### config.mk
export PLATFORM = sky130hd
export DESIGN_NAME = matrix_row_driver
export DESIGN_NICKNAME = d
export VERILOG_FILES = /design/src/rtl/matrix_row_driver.sv
export SDC_FILE = /design/constraint.sdc
export NUM_CORES = 1
export LEC_CHECK = 0
export CORE_MARGIN = 2
export CORE_UTILIZATION = 50
export CTS_CLUSTER_SIZE = 14
export DETAILED_ROUTE_END_ITERATION = 10
export PLACE_DENSITY = 0.75
export SYNTH_ARGS = -nofsm -noshare
export SYNTH_HDL_FRONTEND = slang
export SYNTH_SLANG_ARGS = --single-unit
export TNS_END_PERCENT = 30
### constraint.sdc
create_clock -name clock -period 9.1 [get_ports clock]
set_clock_uncertainty 0.1 [all_clocks]
set_input_delay 1.82 -clock clock [delete_from_list [all_inputs] [get_ports clock]]
set_output_delay 1.82 -clock clock [all_outputs]
set_load 0.01 [all_outputs]
### src/rtl/matrix_row_driver.sv
// Row-side driver for a 5-column LED matrix scan: double-buffered frame storage,
// per-column dwell tick, blanking around column changes and frame-boundary bank swap.
module matrix_row_driver #(
    parameter int unsigned ROWS  = 7,
    parameter int unsigned DWELL = 1000,
    parameter int unsigned BLANK = 8
) (
    input  logic            clock,
    input  logic            reset,
    input  logic [4:0]      column,
    output logic            advance,
    output logic [ROWS-1:0] row,
    input  logic            wr_valid,
    output logic            wr_ready,
    input  logic [2:0]      wr_col,
    input  logic [ROWS-1:0] wr_data,
    input  logic            commit,
    output logic            commit_pending,
    output logic            frame_start,
    output logic            col_fault
);

    localparam int unsigned NumCols = 5;
    localparam int unsigned CntW    = $clog2(DWELL);
    localparam int unsigned BlkW    = (BLANK > 0) ? $clog2(BLANK + 1) : 1;
    localparam logic [CntW-1:0] CntLast = CntW'(DWELL - 1);
    localparam logic [BlkW-1:0] BlkLoad = BlkW'(BLANK);
    localparam logic [4:0]      LastCol = 5'b10000;

    logic [CntW-1:0] dwell_q, dwell_d;
    logic [BlkW-1:0] blank_q, blank_d;
    logic [4:0]      column_q, column_d;
    logic [ROWS-1:0] row_q, row_d;
    logic            sel_q, sel_d;
    logic            commit_pending_q, commit_pending_d;
    logic            frame_start_q, frame_start_d;
    logic            col_fault_q, col_fault_d;
    logic [ROWS-1:0] bank_q [2][NumCols];
    logic [ROWS-1:0] bank_d [2][NumCols];

    logic            one_hot;
    logic            col_changed;
    logic            swap;
    logic [ROWS-1:0] front_row;

    always_comb begin
        one_hot     = (column != '0) && ((column & (column - 5'd1)) == '0);
        col_changed = (column != column_q);
        advance     = (dwell_q == CntLast);
        wr_ready    = !commit_pending_q;
        // Swap only as the last column is leaving, so a frame is never shown half old/half new.
        swap        = commit_pending_q && advance && (column == LastCol);

        dwell_d  = advance ? '0 : dwell_q + 1'b1;
        column_d = column;

        if (col_changed) begin
            blank_d = BlkLoad;
        end else if (blank_q != '0) begin
            blank_d = blank_q - 1'b1;
        end else begin
            blank_d = '0;
        end

        front_row = '0;
        for (int k = 0; k < NumCols; k++) begin
            if (column[k]) begin
                front_row = front_row | bank_q[sel_q][k];
            end
        end
        // Blank on the change edge itself, then until the counter runs out.
        row_d = (one_hot && (blank_d == '0)) ? front_row : '0;

        col_fault_d = col_fault_q | !one_hot;

        bank_d = bank_q;
        if (wr_valid && wr_ready && (wr_col < 3'(NumCols))) begin
            bank_d[!sel_q][wr_col] = wr_data;
        end

        sel_d            = sel_q ^ swap;
        commit_pending_d = (commit_pending_q && !swap) || commit;
        frame_start_d    = swap;
    end

    always_ff @(posedge clock or posedge reset) begin
        if (reset) begin
            dwell_q          <= '0;
            blank_q          <= '0;
            column_q         <= '0;
            row_q            <= '0;
            sel_q            <= 1'b0;
            commit_pending_q <= 1'b0;
            frame_start_q    <= 1'b0;
            col_fault_q      <= 1'b0;
            for (int b = 0; b < 2; b++) begin
                for (int k = 0; k < NumCols; k++) begin
                    bank_q[b][k] <= '0;
                end
            end
        end else begin
            dwell_q          <= dwell_d;
            blank_q          <= blank_d;
            column_q         <= column_d;
            row_q            <= row_d;
            sel_q            <= sel_d;
            commit_pending_q <= commit_pending_d;
            frame_start_q    <= frame_start_d;
            col_fault_q      <= col_fault_d;
            bank_q           <= bank_d;
        end
    end

    assign row            = row_q;
    assign commit_pending = commit_pending_q;
    assign frame_start    = frame_start_q;
    assign col_fault      = col_fault_q;

endmodule

### Word level (Yosys, flattened, before mapping)

Cells that the tools add are included.

| storage, ports and cells | value |
|---|---|
| bits in registers | 100 |
| output and inout port bits | 12 |
| logic and storage cells | 75 |

| cells by class | value |
|---|---|
| add/subtract/negate cells | 3 |
| $lt $le $gt $ge | 6 |
| equal/unequal tests | 3 |
| multiplexer cells | 17 |
| bitwise logic cells | 10 |
| reductions and logical operators | 18 |

Operators by type and width:

| kind | number |
|---|---|
| $mux W35 | 4 |
| $bwmux W70 | 1 |
| $mux W7 | 7 |
| $demux W35 S1 | 1 |
| $or A7 B7 Y7 | 4 |
| $demux W7 S3 | 1 |
| $add A10 B1 Y10 const B | 1 |
| $eq A10 B10 Y1 const B | 1 |
| $mux W10 | 1 |
| $logic_and A1 B1 Y1 | 9 |
| $mux W4 | 2 |
| $and A5 B5 Y5 | 1 |
| $eq A5 B5 Y1 const B | 1 |
| $logic_not A5 Y1 | 1 |
| $ne A5 B5 Y1 | 1 |
| $reduce_bool A5 Y1 | 1 |
| $sub A5 B1 Y5 const B | 1 |
| $ge A2 B2 Y1 const B | 2 |
| $ge A4 B4 Y1 const B | 1 |
| $logic_not A1 Y1 | 4 |
| $logic_not A4 Y1 | 1 |
| $lt A4 B1 Y1 const B | 1 |
| $not A1 Y2 | 2 |
| $not A3 Y4 | 1 |
| other kinds (7) | 7 |

### Logic depth before layout (Yosys ltp)

Gate-level depths: netlist of the first run.

| logic depth | value |
|---|---|
| depth in word-level cells | 14 |
| gate-level depth with buffers | 6 |
| gate-level depth less buffers | 6 |

### Least setup slack after synthesis of the first run

Ideal clock, no wire load.

| timing | value |
|---|---|
| kind | input port to flip-flop |
| from | in column[4] |
| to | reg col_fault_q (netlist: col_fault) |
| arrival | 2.751 ns |
| data required time | 8.876 ns |
| path slack | 6.125 ns |
| cell stages on the path | 5 |
| buffers on the path | 1 |
| path through | buf_6 > nand2b_4 > a2111oi_2 > a21oi_2 > or2_1 |

| between the ends | value |
|---|---|
| longest elaborated chain between the ends | 6 |
| elaborated cells on any way between the ends | 7 |
| those cells by class | add/sub: 1; bitwise: 2; reduce/logical: 4 |

Ends and longest elaborated chain:

| item | line | RTL |
|---|---|---|
| start: declaration | 10 | `input logic [4:0] column,` |
| $sub A5 B1 Y5 | 47 | `one_hot = (column != '0) && ((column & (column - 5'd1)) == '0);` |
| $and A5 B5 Y5 | 47 |  |
| $logic_not A5 Y1 | 47 |  |
| $logic_and A1 B1 Y1 * | 47 |  |
| $logic_not A1 Y1 * | 74 | `col_fault_d = col_fault_q \| !one_hot;` |
| $or A1 B1 Y1 * | 74 |  |
| via col_fault_d | 37 | `logic col_fault_q, col_fault_d;` |
| end signal: assignment | 109 | `col_fault_q <= col_fault_d;` |
| end: declaration | 37 |  |

The timed path passes the listed nets; every way through them passes the cells marked *.
A chain may end at the register's enable or synchronous reset.

### Final worst setup path of the first run

| timing | value |
|---|---|
| from | in column[4] |
| to | reg row_q[6] (netlist: row[6]) |

| between the ends | value |
|---|---|
| longest elaborated chain between the ends | 6 |
| elaborated cells on any way between the ends | 11 |
| those cells by class | add/sub: 1; eq/ne: 1; mux: 3; bitwise: 1; reduce/logical: 5 |

Ends and longest elaborated chain:

| item | line | RTL |
|---|---|---|
| $sub A5 B1 Y5 | 47 |  |
| $and A5 B5 Y5 | 47 |  |
| $logic_not A5 Y1 | 47 |  |
| $logic_and A1 B1 Y1 | 47 |  |
| $logic_and A1 B1 Y1 | 72 | `row_d = (one_hot && (blank_d == '0)) ? front_row : '0;` |
| $mux W7 * | 72 |  |
| via row_d[6] | 33 | `logic [ROWS-1:0] row_q, row_d;` |
| end signal: assignment | 105 | `row_q <= row_d;` |
| end: declaration | 33 |  |

Marks and branches as above.

==> flow_metrics.tcl, run 1 <==
set metrics [dict create \
    die_area_mm2 0.00964 \
    gp_congestion 0.799 \
    synth_cells 350 \
    critical_path.endpoint_type "flop" \
    drv_cap 0 \
    htreeDepth 3 \
    synth_top_family_by_area "multiplexers" \
    ant_nets 0 \
    syn_area_mm2 0.00443 \
    startpoint "column[4]" \
    tightestPinTransition_ns 0.929 \
    drive_gt1_share_pct 23.7 \
    worstSetupPathType "in -> reg" \
    final_max_slew_viol_count 0 \
    synth_common_cells "dfrtp_1, mux2_2, a22oi_1" \
    grt_pass1_vias 2933 \
    cts_buffers 9 \
    synth_warnings 0 \
    worstSetupEndpoint "row[6]" \
    synthAdderAreaFrac_pct 0.847 \
    cts_tree "done" \
    r2r_cells 3 \
    reg2reg_to "bank_q[37]" \
    synth_top_area_share_pct 56.4 \
    multi_input_area_mm2 0.00180 \
    hold_class "reg -> reg" \
    cts_buffer_depth 2 \
    relSlewSlack_pct 37.9 \
    hold_viol_final 0 \
    min_period_ns 3.77 \
    rr_startpoint "sel_q" \
    layout_worst_path_cycle_share_pct 41.4 \
    die_height_um 98.2 \
    numPortBuffers 30 \
    synth_mux_area_share_pct 18.0 \
    root_buffer "clkbuf_8" \
    holdPathStages 1 \
    grt_pass1_wl_um 14900 \
    ir_drop_mv 0.0804 \
    grt_setup_unrepaired "false" \
    clkPwrFrac_pct 36.0 \
    antenna_found_initial 0 \
    nNetsFinal 393 \
    status "complete, no violations" \
    p_int_mw 0.604 \
    synth_compound_area_share_pct 7.00 \
    synthToLayoutAreaGrowth_pct 12.2 \
    leakage_nw 2.28 \
    overflow 0 \
    via_per_inst 5.86 \
    drt_wl_total_um 8970 \
    power.density_mw_per_mm2 158 \
    netSwitchingFraction_pct 23.3 \
    reg2reg_slack_ns 7.03 \
    pwr-share-seq_pct 57.8 \
    rows 34 \
    finalSetupViolations 0 \
    dr_total_vias 2838 \
    fp.dieW_um 98.2 \
    core_mm2 0.00868 \
    fillers 718 \
    ios 31 \
    max_freq_ghz 0.265 \
    dr.pass1.iters 6 \
    holdBufCountCts 0 \
    yosysMostFrequentCell "dfrtp_1" \
    insertion_delay_ns 0.35 \
    ys_types 39 \
    regArea_mm2 0.00250 \
    yosysSeqAreaShare_pct 56.4 \
    ys.flop_type "dfrtp_1" \
    grt_usage_pct 19.8 \
    clock_sinks 100 \
    drc 0 \
    switching_power_mw 0.183 \
    syn_nets 372 \
    fin_tns_setup_ns 0 \
    post_cts_resized 0 \
    critPathArrivalTime_ns 3.92 \
    path_clk_slew_ns 0.10 \
    power_mw 0.787 \
    min_from "dwell_q[0]" \
    grt_max_degree 57 \
    async_flop_share_pct 100 \
    synth-simple-area-share_pct 12.0 \
    wl_per_cell_um 18.5 \
    critPathLaunchType "input port" \
    start_util_pct 51.1 \
    post_cts_buffers 0 \
    synth_xor_area_share_pct 2.77 \
    cp_max_fo 19 \
    avgSynthCellArea_um2 12.7 \
    drtIter0Drc 137 \
    diodes 0 \
    comb_power_share_pct 6.2 \
    ys_ff_latch 100 \
    cp.required_ns 9.25 \
    hpwl_um 5830 \
    yosys-top-cells-area "dfrtp_1, mux2_2, a22oi_1" \
    synth_top_area_cell "dfrtp_1" \
    synth_edf_count 0 \
    postLayoutCoreUtil_pct 57.3 \
]
power groups by stage:
stage          Clock (mW)  Sequential [mW]  Combinational (mW)
6_report            0.284            0.455              0.0484
5_1_grt             0.309            0.456              0.0538
4_1_cts             0.290            0.455              0.0491
3_5_place_dp            0            0.464              0.0488
3_3_place_gp            0            0.464              0.0468
2_1_floorplan           0            0.463              0.0336
per-stage QoR:
stage                     hold slack, ns  setup WS (ns)  instance area (µm²)  cells
final                              0.367           5.33                 4980    484
after global routing               0.395           5.17                 4980    484
after CTS                          0.376           5.29                 4980    484
after detailed placement           0.362           4.96                 4770    468
after global placement             0.347           5.05                 4770    468
after floorplan                    0.333           4.56                 4430    350
registers in the layout, summed over array words and instances (netlist names):
name            count
commit_pending      1
blank_q             4
col_fault           1
sel_q               1
frame_start         1
dwell_q            10
bank_q             70
column_q            5
row                 7
layer usage:
metal / wire [µm] / up-vias / global-route usage [%]
met1: 3840 / 1429 / 25.1
met2: 4460 / 88 / 33.4
met5: 0 / - / 0
met4: 234 / 0 / 8.75
met3: 426 / 18 / 3.51
li1: - / 1303 / -
area by class of cell:
| class | count | share of cell area [%] |
|---|---|---|
| Multi-Input combinational cell | 224 | 36.2 |
| Clock buffer | 11 | 2.84 |
| Timing Repair Buffer | 32 | 6.34 |
| Clock inverter | 5 | 1.23 |
| Tap cell | 108 | 2.72 |
| Inverter | 4 | 0.352 |
| Sequential cell | 100 | 50.3 |
cell families (layout without fill, tap and decap cells):
group                      after synthesis  count (layout)
AOI/OAI and AO/OA                       44              44
xor gates and xnor gates                14              14
adders and majority gates                3               3
buffers and inverters                   26              52
DFF                                    100             100
muxes                                   71              71
and+or+nand+nor                         92              92
how the worst min path moves through the flow:
stage,to,slack (ns)
floorplan,dwell_q[0],0.33
global placement,dwell_q[0],0.35
detailed placement,col_fault,0.36
CTS,dwell_q[0],0.38
global route,dwell_q[0],0.40
finish,dwell_q[0],0.37
worst max-delay path, stage by stage:
cell and delay (ns):
clkdlybuf4s50_1 1.05, nand2b_1 0.21, a2111oi_2 0.39, a21oi_2 0.14, nor4_1 0.30
layout by cell type, fill, tap and decap left out, types with 3 or more instances in the layout:
master | synthesis | final
a21oi_1 | 10 | 10
a22oi_1 | 28 | 28
and3_1 | 3 | 3
clkbuf_8 | 0 | 10
clkdlybuf4s50_1 | 0 | 30
clkinvlp_4 | 0 | 3
dfrtp_1 | 100 | 100
ha_1 | 3 | 3
inv_1 | 4 | 3
mux2_1 | 8 | 8
mux2_2 | 62 | 62
nand2_1 | 26 | 26
nand2b_1 | 3 | 3
nand3_1 | 10 | 10
nand4_1 | 9 | 9
nor2_1 | 9 | 9
nor2b_1 | 4 | 4
nor3_1 | 6 | 6
nor4_1 | 8 | 8
xnor2_1 | 7 | 7
xor2_1 | 7 | 7
(Power assumes the default switching activity.)
==> run 2, diff against run 1 <==
==> constraint.sdc (replaced) <==
create_clock -name clock -period 3.5 [get_ports clock]
set_clock_uncertainty 0.1 [all_clocks]
set_input_delay 0.7 -clock clock [delete_from_list [all_inputs] [get_ports clock]]
set_output_delay 0.7 -clock clock [all_outputs]
set_load 0.01 [all_outputs]
==> flow_metrics.tcl, run 2 (synthesized netlist as in run 1, its figures left out) <==
set metrics [dict create \
    ir_drop_mv 0.226 \
    tightestPinTransition_ns 0.647 \
    die_height_um 98.2 \
    critical_path.endpoint_type "output port" \
    p_int_mw 1.53 \
    nNetsFinal 400 \
    postLayoutCoreUtil_pct 58.0 \
    cpMaxStageDelayCell "clkdlybuf4s50_1" \
    layout_common_cells "dfrtp_1, mux2_2, clkdlybuf4s50_1" \
    worst-path-buf-inv 1 \
    fillers 727 \
    crit_chain "ha_1 > nand4b_1 > nor3_1 > clkdlybuf4s50_1" \
    ios 31 \
    clock_sinks 100 \
    worstSetupPathType "reg -> out" \
    final_max_slew_viol_count 0 \
    antenna_found_initial 0 \
    path_clk_slew_ns 0.10 \
    top_register "bank_q" \
    place_inst 475 \
    relSlewSlack_pct 56.9 \
    drc 0 \
    insertion_delay_ns 0.36 \
    leakage_nw 2.33 \
    power_mw 2.03 \
    netSwitchingFraction_pct 24.4 \
    root_buffer "clkbuf_8" \
    critPathLaunchType "flop" \
    hpwl_um 6090 \
    rows 34 \
    hold_viol_final 0 \
    critPathArrivalTime_ns 1.88 \
    cp.required_ns 2.70 \
    post_cts_buffers 0 \
    hold_class "reg -> reg" \
    die_area_mm2 0.00964 \
    cts_tree "done" \
    crit_family "buffers and inverters" \
    drive_gt1_share_pct 25.3 \
    start_util_pct 51.1 \
    core_mm2 0.00868 \
    cp_max_fo 4 \
    synthToLayoutAreaGrowth_pct 13.5 \
    dr_total_vias 2850 \
    overflow 0 \
    status "complete, no violations" \
    slowest_delay_ns 0.58 \
    gp_congestion 0.849 \
    drt_wl_total_um 8890 \
    switching_power_mw 0.494 \
    grt_max_degree 52 \
    layout_worst_path_cycle_share_pct 76.5 \
    max_freq_ghz 0.373 \
    drtIter0Drc 162 \
    grt_pass1_vias 2834 \
    post_cts_resized 0 \
    fin_tns_setup_ns 0 \
    finalSetupViolations 0 \
    wl_per_cell_um 18.1 \
    numPortBuffers 30 \
    dr.pass1.iters 6 \
    layout_commonest_cell "dfrtp_1" \
    drv_cap 0 \
    ant_nets 0 \
    comb_power_share_pct 6.6 \
    cts_buffers 9 \
    pwr-share-seq_pct 58.4 \
    clkPwrFrac_pct 35.0 \
    diodes 0 \
    grt_usage_pct 19.5 \
    whs_ns 0.374 \
    grt_setup_unrepaired "false" \
    largest_register_ffs 70 \
    holdBufCountCts 0 \
    power.density_mw_per_mm2 402 \
    htreeDepth 3 \
    cts_buffer_depth 2 \
    via_per_inst 5.80 \
    fin_cells 491 \
    min_period_ns 2.68 \
    fp.dieW_um 98.2 \
    grt_pass1_wl_um 14800 \
]
==> run 2: cell types whose count changed in the layout (fill, tap and decap cells not counted) <==
| cell | change |
|---|---|
| buf_4 | +6 |
| clkbuf_8 | +1 |
| clkinvlp_4 | -2 |
| inv_6 | +2 |
| bufinv_16 | -1 |
| clkinv_4 | +1 |
| clkbuf_1 | -1 |
| buf_12 | +1 |
==> run 2: metal layers <==
metal | up-vias | routed length, µm | global-route usage [%]
met1 | 1468 | 3850 | 26.0
met3 | 10 | 394 | 2.72
met2 | 56 | 4470 | 32.7
li1 | 1316 | - | -
met4 | 0 | 183 | 7.38
met5 | - | 0 | 0
==> run 2: power groups by stage <==
stage	clock network, mW	logic [mW]	registers [mW]
finish	0.708	0.134	1.18
detailed placement	0	0.136	1.21
floorplan	0	0.0874	1.20
CTS	0.718	0.136	1.18
global placement	0	0.133	1.21
global route	0.768	0.148	1.19
==> run 2: worst paths after layout <==
check                                     from         end  slack [ns]  cells past startpoint
worst max-delay path                dwell_q[0]     advance        0.82                      4
worst min-delay path                dwell_q[0]  dwell_q[0]        0.37                      1
worst max register to register  commit_pending  bank_q[47]        1.53                      4
worst min register to register      dwell_q[0]  dwell_q[0]        0.37                      1
max in group asynchronous                reset  bank_q[25]        1.95                      3
min in group asynchronous                reset  blank_q[0]        0.67                      2
==> run 2: worst register-to-register path: stages, from the launching register on <==
cell	delay, ns
dfrtp_1	0.43
nand2b_4	0.19
nor3b_2	0.27
and3_1	0.49
mux2_1	0.37
==> run 2: layout make-up <==
type / count / area [µm²] / share of cell area, %
multi-input combinational: 224 / 1800 / 35.8
inverter: 4 / 17.5 / 0.348
clock buffer: 11 / 151 / 3.01
clock inverter: 5 / 42.5 / 0.845
timing repair buffer: 39 / 380 / 7.56
sequential: 100 / 2500 / 49.7
tap: 108 / 135 / 2.69
==> run 2: through the flow <==
step                instance area [µm²]  setup slack, ns
CTS                                5030            0.793
finish                             5030            0.821
floorplan                          4430           0.0812
detailed placement                 4840            0.825
global placement                   4840            0.885
global route                       5030            0.698
